<file path="config.mk">
export PLATFORM = sky130hd
export DESIGN_NAME = uart_rx
export DESIGN_NICKNAME = d
export VERILOG_FILES = /design/src/rtl/uart_pkg.sv /design/src/rtl/sync_2ff.sv /design/src/rtl/uart_rx.sv
export SDC_FILE = /design/constraint.sdc
export NUM_CORES = 1
export LEC_CHECK = 0
export ABC_AREA = 1
export BUFFER_PORTS_ARGS = -buffer_cell sky130_fd_sc_hd__buf_2
export CAP_MARGIN = 0
export CORE_MARGIN = 4
export CORE_UTILIZATION = 40
export DETAILED_ROUTE_END_ITERATION = 7
export GPL_TIMING_DRIVEN = 0
export SYNTH_ARGS = -nofsm -noshare
export SYNTH_HDL_FRONTEND = slang
export SYNTH_HIERARCHICAL = 1
export SYNTH_SLANG_ARGS = --single-unit
</file>
<file path="constraint.sdc">
create_clock -name clk -period 1.55 [get_ports clk]
set_clock_uncertainty 0.2 [all_clocks]
set_input_delay 0.31 -clock clk [delete_from_list [all_inputs] [get_ports clk]]
set_output_delay 0.31 -clock clk [all_outputs]
set_load 0.05 [all_outputs]
</file>
<file path="src/rtl/uart_pkg.sv">
`default_nettype none
// ============================================================================
// Module      : uart_pkg
// Description : Definitions shared by the UART receiver and transmitter.
//               Holds the receiver FSM state encoding and the default frame
//               geometry (data bits per frame, clk cycles per bit period).
// Revision    : 1.0 - initial release
// ============================================================================
package uart_pkg;

    // Default frame geometry.
    localparam int c_WORD_LENGHT_DEFAULT  = 8;
    localparam int c_CLKS_PER_BIT_DEFAULT = 16;

    // Receiver FSM states. The encoding is given explicitly so the state
    // register width is fixed and known.
    typedef enum logic [2:0] {
        WAIT_IDLE = 3'd0,
        IDLE      = 3'd1,
        START     = 3'd2,
        DATA      = 3'd3,
        PARITY    = 3'd4,
        STOP      = 3'd5
    } uart_rx_state_t;

endpackage : uart_pkg
`default_nettype wire

</file>
<file path="src/rtl/sync_2ff.sv">
`default_nettype none
// ============================================================================
// Module      : sync_2ff
// Description : Two-flop synchronizer for a single asynchronous level.
//               Both flops reset to 1 so an idle-high serial line does not
//               look like a start edge when reset is released.
// Ports       : clk  - clock
//               rst  - asynchronous active-high reset
//               i_d  - asynchronous input level
//               o_q  - input level synchronized to clk
// Revision    : 1.0 - initial release
// ============================================================================
module sync_2ff (
    input  logic clk,
    input  logic rst,
    input  logic i_d,
    output logic o_q
);

    logic r_meta;
    logic r_sync;

    always_ff @(posedge clk or posedge rst) begin
        if (rst) begin
            r_meta <= 1'b1;
            r_sync <= 1'b1;
        end else begin
            r_meta <= i_d;
            r_sync <= r_meta;
        end
    end

    assign o_q = r_sync;

endmodule : sync_2ff
`default_nettype wire

</file>
<file path="src/rtl/uart_rx.sv">
`default_nettype none
// ============================================================================
// Module      : uart_rx
// Description : UART receiver, LSB first, one stop bit. The serial line is
//               synchronized first, then a state machine finds the start bit,
//               samples every bit at mid-bit and reports one of: a good
//               word, a framing error or (optionally) a parity error.
// Config      : UART_RX_PARITY_EN - when defined, one even-parity bit follows
//               the data bits; otherwise Parity_err is tied to 0.
// Parameters  : WORD_LENGHT  - data bits per frame
//               CLKS_PER_BIT - clk cycles per bit period (even, >= 4)
// Ports       : clk        - clock
//               rst        - asynchronous active-high reset
//               Rx_in      - serial line, idles high, asynchronous to clk
//               Rx_out     - last correctly received word
//               Rx_valid   - one-cycle pulse when Rx_out is updated
//               Rx_busy    - high while a frame is in progress
//               Frame_err  - one-cycle pulse when the stop bit is sampled low
//               Parity_err - one-cycle pulse on a parity mismatch
// Revision    : 1.0 - initial release
// ============================================================================
module uart_rx
    import uart_pkg::*;
#(
    parameter int WORD_LENGHT  = c_WORD_LENGHT_DEFAULT,
    parameter int CLKS_PER_BIT = c_CLKS_PER_BIT_DEFAULT
) (
    input  logic                   clk,
    input  logic                   rst,
    input  logic                   Rx_in,
    output logic [WORD_LENGHT-1:0] Rx_out,
    output logic                   Rx_valid,
    output logic                   Rx_busy,
    output logic                   Frame_err,
    output logic                   Parity_err
);

    localparam int CW = $clog2(CLKS_PER_BIT);
    localparam int BW = $clog2(WORD_LENGHT + 1);

    // START waits half a bit so every later sample lands at mid-bit.
    localparam logic [CW-1:0] c_HALF_M1 = CW'(CLKS_PER_BIT / 2 - 1);
    localparam logic [CW-1:0] c_FULL_M1 = CW'(CLKS_PER_BIT - 1);
    localparam logic [BW-1:0] c_LAST    = BW'(WORD_LENGHT - 1);

    logic w_line;

    uart_rx_state_t r_state, w_state_nxt;
    logic [CW-1:0]          r_cnt,   w_cnt_nxt;
    logic [BW-1:0]          r_bit,   w_bit_nxt;
    logic [WORD_LENGHT-1:0] r_shift, w_shift_nxt;
    logic [WORD_LENGHT-1:0] r_out,   w_out_nxt;
    logic                   r_valid, w_valid_nxt;
    logic                   r_ferr,  w_ferr_nxt;
`ifdef UART_RX_PARITY_EN
    logic                   r_pbad,  w_pbad_nxt;
    logic                   r_perr,  w_perr_nxt;
`endif

    sync_2ff u_sync (
        .clk (clk),
        .rst (rst),
        .i_d (Rx_in),
        .o_q (w_line)
    );

    always_ff @(posedge clk or posedge rst) begin
        if (rst) begin
            r_state <= WAIT_IDLE;
            r_cnt   <= '0;
            r_bit   <= '0;
            r_shift <= '0;
            r_out   <= '0;
            r_valid <= 1'b0;
            r_ferr  <= 1'b0;
`ifdef UART_RX_PARITY_EN
            r_pbad  <= 1'b0;
            r_perr  <= 1'b0;
`endif
        end else begin
            r_state <= w_state_nxt;
            r_cnt   <= w_cnt_nxt;
            r_bit   <= w_bit_nxt;
            r_shift <= w_shift_nxt;
            r_out   <= w_out_nxt;
            r_valid <= w_valid_nxt;
            r_ferr  <= w_ferr_nxt;
`ifdef UART_RX_PARITY_EN
            r_pbad  <= w_pbad_nxt;
            r_perr  <= w_perr_nxt;
`endif
        end
    end

    always_comb begin
        w_state_nxt = r_state;
        w_cnt_nxt   = r_cnt;
        w_bit_nxt   = r_bit;
        w_shift_nxt = r_shift;
        w_out_nxt   = r_out;
        w_valid_nxt = 1'b0;
        w_ferr_nxt  = 1'b0;
`ifdef UART_RX_PARITY_EN
        w_pbad_nxt  = r_pbad;
        w_perr_nxt  = 1'b0;
`endif
        case (r_state)
            // After a framing error the line may still be in a break; wait
            // for it to go high so the break is not taken as a start bit.
            WAIT_IDLE: begin
                w_cnt_nxt = '0;
                if (w_line) w_state_nxt = IDLE;
            end
            IDLE: begin
                w_cnt_nxt = '0;
                if (!w_line) w_state_nxt = START;
            end
            START: begin
                if (r_cnt == c_HALF_M1) begin
                    w_cnt_nxt = '0;
                    w_bit_nxt = '0;
                    // A line back high at mid start bit was only a glitch.
                    w_state_nxt = w_line ? IDLE : DATA;
                end else begin
                    w_cnt_nxt = r_cnt + 1'b1;
                end
            end
            DATA: begin
                if (r_cnt == c_FULL_M1) begin
                    w_cnt_nxt   = '0;
                    w_shift_nxt = {w_line, r_shift[WORD_LENGHT-1:1]};
                    if (r_bit == c_LAST) begin
                        w_bit_nxt = '0;
`ifdef UART_RX_PARITY_EN
                        w_state_nxt = PARITY;
`else
                        w_state_nxt = STOP;
`endif
                    end else begin
                        w_bit_nxt = r_bit + 1'b1;
                    end
                end else begin
                    w_cnt_nxt = r_cnt + 1'b1;
                end
            end
`ifdef UART_RX_PARITY_EN
            PARITY: begin
                if (r_cnt == c_FULL_M1) begin
                    w_cnt_nxt = '0;
                    // Even parity: data bits plus parity bit XOR to zero.
                    w_pbad_nxt  = w_line ^ (^r_shift);
                    w_state_nxt = STOP;
                end else begin
                    w_cnt_nxt = r_cnt + 1'b1;
                end
            end
`endif
            STOP: begin
                if (r_cnt == c_FULL_M1) begin
                    w_cnt_nxt = '0;
                    if (w_line) begin
                        // Straight to IDLE so a start edge right after the
                        // stop sample is not missed.
                        w_state_nxt = IDLE;
`ifdef UART_RX_PARITY_EN
                        if (r_pbad) begin
                            w_perr_nxt = 1'b1;
                        end else begin
                            w_valid_nxt = 1'b1;
                            w_out_nxt   = r_shift;
                        end
`else
                        w_valid_nxt = 1'b1;
                        w_out_nxt   = r_shift;
`endif
                    end else begin
                        w_ferr_nxt  = 1'b1;
                        w_state_nxt = WAIT_IDLE;
                    end
                end else begin
                    w_cnt_nxt = r_cnt + 1'b1;
                end
            end
            default: begin
                w_cnt_nxt   = '0;
                w_state_nxt = WAIT_IDLE;
            end
        endcase
    end

    assign Rx_out    = r_out;
    assign Rx_valid  = r_valid;
    assign Frame_err = r_ferr;
    assign Rx_busy   = (r_state == START) || (r_state == DATA) ||
                       (r_state == PARITY) || (r_state == STOP);
`ifdef UART_RX_PARITY_EN
    assign Parity_err = r_perr;
`else
    assign Parity_err = 1'b0;
`endif

endmodule : uart_rx
`default_nettype wire
</file>
==> results of run 1 <==
==> state kept, by name (all words and copies together) (netlist names) <==
| name | cells |
|---|---|
| r_state | 3 |
| Rx_valid | 1 |
| Rx_out | 8 |
| r_bit | 4 |
| u_sync/r_meta | 1 |
| r_shift | 8 |
| r_cnt | 4 |
| Frame_err | 1 |
| u_sync/o_q | 1 |
==> timing repair <==
action / 4_1_cts / 5_1_grt
pin swaps: 1 / 12
setup buffers: 5 / 5
endpoints found under the setup margin: 25 / 24
resized for setup: 12 / 26
hold buffers: 2 / 1
endpoints found under the hold margin: 3 / 29
==> worst max-delay path: cells and delay by family, from the launching register on <==
kind	cells	cell delay (ns)
flops	1	0.45
buf+inv	2	0.21
simple gates	2	0.12
==> worst paths after layout <==
| path | start | end | slack, ns | cells past startpoint |
|---|---|---|---|---|
| hold reg to reg | u_sync/r_meta | u_sync/o_q | 0.16 | 0 |
| min in group asynchronous | rst | r_bit[1] | 0.46 | 3 |
| setup / recovery | r_state[2] | Rx_busy | -0.02 | 4 |
| max in group asynchronous | rst | u_sync/r_meta | 0.16 | 4 |
| hold / removal | u_sync/r_meta | u_sync/o_q | 0.16 | 0 |
| setup reg to reg | r_state[1] | Rx_out[0] | 0.03 | 7 |
==> stage by stage <==
stage | utilization, % | power, mW
finish | 55.8 | 2.74
CTS | 51.7 | 2.56
global placement | 46.0 | 1.77
global route | 55.8 | 2.92
detailed placement | 46.0 | 1.79
floorplan | - | 1.64
==> cells by family after synthesis <==
logic type                 synth area share, %
AOI/OAI and AO/OA                         10.1
buffers and inverters                     7.45
DFF                                       53.3
and+or+nand+nor                           26.6
adders and majority gates                 1.71
xor gates and xnor gates                 0.599
other                                    0.257
==> metal layers <==
layer  vias to the layer above  track usage [%]
li1                        563                -
met1                       521             15.7
met2                        19             22.8
met3                         8             3.94
met4                         0             5.96
met5                         -                0
==> synth_stat cells, drive strengths merged <==
cell type | number | area share (%)
ha | 2 | 1.7
buf | 3 | 2.1
nor2 | 8 | 3.8
dfrtp | 29 | 50
o22ai | 1 | 0.43
o21bai | 2 | 1.0
dfstp | 2 | 3.6
o21ai | 19 | 8.3
nand4 | 2 | 0.86
nand2 | 53 | 16
or2 | 2 | 0.86
nor3 | 3 | 1.4
a21oi | 1 | 0.34
conb | 1 | 0.26
nand3 | 8 | 3.6
xor2 | 1 | 0.60
inv | 21 | 5.4
==> layout make-up <==
cell class              instances  area, um^2
repair buffers                 26         200
plain buffers                   3        33.8
flip-flops and latches         31         782
well taps                      46        57.6
clock buffers                   6        82.6
clock inverters                 1        5.00
multi-input cells             103         671
inverters                      21        87.6
fillers                       316        1520
==> power groups by stage <==
stage	combinational, mW	clock, mW	sequential (mW)
floorplan	0.670	0	0.972
global placement	0.787	0	0.988
detailed placement	0.798	0	0.991
CTS	0.944	0.640	0.976
global route	1.24	0.675	1.01
finish	1.12	0.620	1.00
==> summary.md, run 1 <==
Of all nets on the critical path, the largest fanout is 4. The post-synthesis sequential area ratio is 53.3%. For this run, the slowest stage of the critical path takes 0.45 ns. STA puts the critical path data required time at 1.04 ns.

The highest clock rate is 637 MHz, and the DRC violation count after routing is 0. The number of port buffers works out to 13. Setup repair after global routing could not meet its margin everywhere. The post-detailed-route wirelength per cell is 11.4 um. After detailed routing, the number of vias per cell comes to 4.69.

The logs give 58.3% for the relative slew slack and 21 for the number of standard-cell rows in the floorplan. The top cell types in the final layout, fill and taps aside, are 34 x sky130_fd_sc_hd__nand2_1, 26 x sky130_fd_sc_hd__dfrtp_1, 15 x sky130_fd_sc_hd__inv_1, 12 x sky130_fd_sc_hd__buf_2, 11 x sky130_fd_sc_hd__nand2_2. Classification of the worst-slack hold path: reg2reg. Routability-driven placement finished with a final weighted congestion of 0.894. Of the cells placed in the final design, the portion with a size suffix greater than 1 is 42.9%.

The first routing iteration left 69 violations. The wire-length estimate of the detail-placed layout is 1.86 mm. The repair_antennas step left the layout with diodes totalling 0.

The checks that failed: negative setup slack. Entering global routing, the biggest net connects 30 pins. The logs give -0.0923 ns for the worst slack after detailed placement and 4 for the number of optimization iterations in the first detailed-route pass. The share of total power dissipated in combinational logic is 40.9%.

A synthesized cell averages 9.25 um^2. The logs give 2.70 mm for the wire length reported by the detailed router and 1.06 mW for the net switching power. The wire length of the first global-routing pass was 4.60 mm; the floorplan die height was 68.4 um. Compared with the post-synthesis result, the final layout area differs by 31.3%. The number of nets in the synthesized netlist is 163. The register bit count reported by yosys is 31. The library cell used most frequently in the layout, excluding fill and tap cells, is sky130_fd_sc_hd__nand2_1. The run gives 0 as the remaining global-route overflow.

The tools report the finished layout cell area as 1920 um^2. For the area of the mapped netlist, the log shows 1460 um^2. Measured along the x axis, the die boundary spans 68.4 um. In the global route stage, overall resource usage came out at 13.5%.

CTS placed an instance of sky130_fd_sc_hd__clkbuf_8 at the clock tree root. The setup TNS after final layout came out at -0.0207 ns. Kind of start point of the critical path: a flip-flop. Among all stages on the critical path, the largest delay is contributed by sky130_fd_sc_hd__dfrtp_2. The Yosys step of the flow raised 6 warnings. The count of nets left with antenna violations after detail routing is 0, and the final number of hold-violating endpoints is 0. The signal on the critical path passes through inv_4, nand2_4, nand2_4, buf_8. For the number of top-level pins, the log shows 15. In this run switching power makes up 38.5% of total power. The netlist uses 27 different library cells. Via count of the first global-routing pass: 1100.

Among the stages of the critical path, the cell type that occurs most often is sky130_fd_sc_hd__nand2_4. Once the floorplan was initialized, standard cells occupied 42.5% of the core. Sequential cells account for 36.5% of the total power. The run gives 1.19 mm as the total routed wire length on the met1 layer. The number of buffers on the longest clock path was 2; the die area was 4680 um^2. Later-pin clock latency in the skew report: 0.27 ns. Of the total power, the clock network draws 22.6%.

TritonCTS built the clock tree. The category of the worst setup path capture point was an output pin. The cell area after placement is 1580 um^2. For the pin with the worst max-slew slack, the measured transition is 0.624 ns. The total clock buffers created by CTS was 5; the final worst-path setup slack was -0.0207 ns. The initial antenna violation count is 0. The setup path with the least slack is of type reg2out. The worst path in the final design needs a cycle of 1.57 ns, including I/O delays and setup.

The clock net in this run drives a total of 31 sinks. For the area of the core, the log shows 3440 um^2. Routed signal wires occupy layers up through met4.

The run gives 1.68 mW as the internal power consumption. The total number of H-tree levels came out at 2. The flow ran to the end, but the final reports show violations. Summed over all cells, the static leakage comes to 0.915 nW. Data on the critical path arrives at its endpoint at 1.06 ns.

The logs give 1 for the final setup violation count and 196 for the number of nets in the layout. VDD sags by at most 0.000736 V. For this design the ratio of total power to cell area is 1430 nW/um^2. The tools report the via count of the routed design as 1111. Wire length on met2: 1.33 mm. The tools report the number of max-slew violations in the final report as 0.

Hold timing on the final database bottoms out at a slack of 0.159 ns. The share of the clock period used by the worst path came out at 101%. The routed length on met3 was 119 um. Max-cap violations in this run came to 0.

Once layout is complete, the cells apart from fillers number 237. Clock-pin slew was measured on the worst setup and hold paths at 0.06 ns. Synthesis produced a netlist whose cell count is 158. Counting tap cells, the placed design contains a total of 217 instances.
Power figures use the tool's default switching activity.
==> inputs of run 2 (changes only) <==
--- a/config.mk
+++ b/config.mk
@@ -6,7 +6,7 @@
 export NUM_CORES = 1
 export LEC_CHECK = 0
 export ABC_AREA = 1
-export BUFFER_PORTS_ARGS = -buffer_cell sky130_fd_sc_hd__buf_2
+export BUFFER_PORTS_ARGS = -buffer_cell sky130_fd_sc_hd__buf_4
 export CAP_MARGIN = 0
 export CORE_MARGIN = 4
 export CORE_UTILIZATION = 40
==> summary.md, run 2 (synthesis gave the netlist of run 1 again) <==
Per report_power, the clock group accounts for 25.1% of the total. The flow ran to the end, but the final reports show violations. The final setup violation count came out at 2. The worst setup path is launched from a flip-flop.

The logs give 1145 for the via count of the first global-routing pass and 0 for the final number of hold-violating endpoints. The remaining global-route overflow is 0, and the highest clock rate is 635 MHz. From bottom edge to top edge, the die measures 68.4 um.

For the overall track demand over capacity in global routing, the log shows 14.4%. Max-cap violations in this run came to 0. No sink is reached through more buffers than the 2 on the longest clock path. The internal power consumption was 1.72 mW. Share of power burned in combinational logic: 38.7%. The critical path is of the reg2out type. The tools report the capture point of the worst path as Rx_busy. Initial antenna violation count: 0.

The final worst-path setup slack is -0.0238 ns, and the slew at the pin closest to its max-slew limit is 1.09 ns. The number of placed instances, taps included is 217. For the number of max-slew violations in the final report, the log shows 0. The wire length reported by the detailed router was 2.76 mm; the largest fanout on the critical path was 4. The setup TNS after final layout was -0.0316 ns; the starting density of the core was 42.5%. Cells fill 54.2% of the core in the end. The worst hold path belongs to the class in2async.

Excluding fillers, the count of instances in the completed layout stands at 237. The worst slack after detailed placement came out at -0.0868 ns. The register clock-pin slew on the reported worst setup and hold paths is 0.06 ns. The vias per cell was 4.68.

TritonCTS created 5 clock buffers. STA classifies the critical path endpoint as an output pin. Maximum number of pins on one net before global-route repair: 30. Most common cell after layout, fill and taps aside: sky130_fd_sc_hd__nand2_1. The final weighted congestion in routability-driven placement is 0.876.

The worst register-to-register path ends at Rx_out[0]. The repair_antennas step left the layout with diodes totalling 0. The critical path data required time was 1.04 ns. The signal on the critical path passes through inv_2, nand2_2, nand2_2, buf_8. After the first detailed-routing iteration, the DRC count stood at 42. Measured along the x axis, the die boundary spans 68.4 um. The analysis attributes to net switching a power of 0.995 mW. Once detailed placement completed, the half-perimeter wirelength came to 1.87 mm.

The power density over the cells came out at 1460 nW/um^2. The clock sink total was 31. The count of nets left with antenna violations once routing finished came out at 0. In the final routed layout, each cell accounts on average for 11.6 um. The run gives 3440 um^2 as the area of the core. The share of the clock period used by the worst path works out to 102%. In this run the tightest slew margin relative to its limit is 27.4%.

The worst register-to-register path has a depth of 7. Leakage power summed over all cells: 0.899 nW. The first global-routing pass estimated 4.88 mm of wire. The maximum VDD drop was 0.000773 V; the synthesis-to-layout area growth was 27.7%. Net switching is 36.6% of the power. After layout, the minimum clock period comes to 1.57 ns.

TritonCTS built the clock tree. The standard cell with the maximum stage delay on the critical path is sky130_fd_sc_hd__dfrtp_1. The checks that failed: negative setup slack. For this run, the detailed router's first-pass iteration total came to 4. Setup slack on the worst reg-to-reg path comes out at -0.01 ns. The part of the total power dissipated in sequential elements is 36.1%. Root buffer cell: sky130_fd_sc_hd__clkbuf_8. The via count of the routed design is 1110, and the fraction of layout instances using a drive strength above 1 is 37.7%.

The number of nets in the layout is 195, and the number of top-level pins is 15. Buffers placed on the I/O ports in this run total 13. Leaving out fill and tap cells, the most frequent cells in the layout are 41 x sky130_fd_sc_hd__nand2_1, 27 x sky130_fd_sc_hd__dfrtp_1, 23 x sky130_fd_sc_hd__buf_4, 16 x sky130_fd_sc_hd__inv_1, 12 x sky130_fd_sc_hd__o21ai_1. Worst endpoint data arrival time: 1.06 ns. The cell that appears most often on the critical path is sky130_fd_sc_hd__nand2_2. Setup repair after global routing could not meet its margin everywhere.

The startpoint identified for the worst register-to-register timing path is r_state[1]. The tools report the DRC violation count after routing as 0. The floorplan step defined a die boundary enclosing 4680 um^2. The total number of H-tree levels is 2, and the later-pin clock latency in the skew report is 0.28 ns. Startpoint of the worst setup timing path: r_state[1]. The number of standard-cell rows in the floorplan came out at 21. On the worst path, the slowest cell contributes a delay of 0.42 ns.
==> run 2: cell count changes in the layout (fill, tap and decap cells not counted), moves of 4 or more <==
cell                      delta
sky130_fd_sc_hd__nand2_4     -4
sky130_fd_sc_hd__buf_2      -12
sky130_fd_sc_hd__buf_4      +15
sky130_fd_sc_hd__nand2_1     +7
==> run 2: worst min path at each step <==
| stage | end | cells past startpoint | slack (ns) |
|---|---|---|---|
| after CTS | r_state[0] | 2 | 0.16 |
| after floorplan | u_sync/o_q | 1 | 0.02 |
| after global placement | u_sync/r_meta | 2 | 0.15 |
| after detailed placement | u_sync/o_q | 0 | 0.15 |
| after global routing | u_sync/o_q | 0 | 0.16 |
| final | r_state[0] | 2 | 0.11 |
==> run 2: layer usage <==
layer	GRT usage, %	part of all wire, %	vias up	routed length [um]
met5	0	0	-	0
met4	8.44	1.5	0	40
met3	3.94	4.2	6	116
met2	23.5	51	14	1400
met1	16.9	44	531	1200
li1	-	-	559	-
==> run 2: timing repair <==
| item | in CTS | in global routing |
|---|---|---|
| gates resized for setup | 11 | 6 |
| endpoints found under the hold margin | 3 | 0 |
| pin swaps | 1 | 2 |
| setup buffers | 4 | 6 |
| hold buffers | 2 | 0 |
| setup endpoints to repair | 20 | 26 |
==> run 2: per-stage QoR <==
step | instance area, um^2 | hold slack, ns | total power [mW]
floorplan | 1460 | 0.0215 | 1.64
global placement | 1620 | 0.148 | 1.78
detailed placement | 1620 | 0.150 | 1.80
CTS | 1800 | 0.158 | 2.63
global route | 1870 | 0.162 | 2.90
finish | 1870 | 0.113 | 2.72
==> run 2: worst max-delay path: cells and delay by family (launching register included) <==
family,cells,cell delay [ns]
buffers and inverters,2,0.23
AND/OR/NAND/NOR,2,0.13
flip-flops,1,0.42
==> run 2: power groups by stage <==
| stage | clock network [mW] | logic (mW) | registers [mW] |
|---|---|---|---|
| detailed placement | 0 | 0.809 | 0.989 |
| finish | 0.683 | 1.05 | 0.982 |
| global route | 0.743 | 1.17 | 0.993 |
| global placement | 0 | 0.797 | 0.986 |
| CTS | 0.711 | 0.946 | 0.974 |
| floorplan | 0 | 0.670 | 0.972 |
==> run 2: final cells by class <==
type,count,area [um^2]
fill,338,1580
sequential,31,781
multi-input combinational,103,613
timing repair buffer,25,200
clock buffer,8,100
inverter,21,81.3
tap,46,57.6
buffer,3,33.8
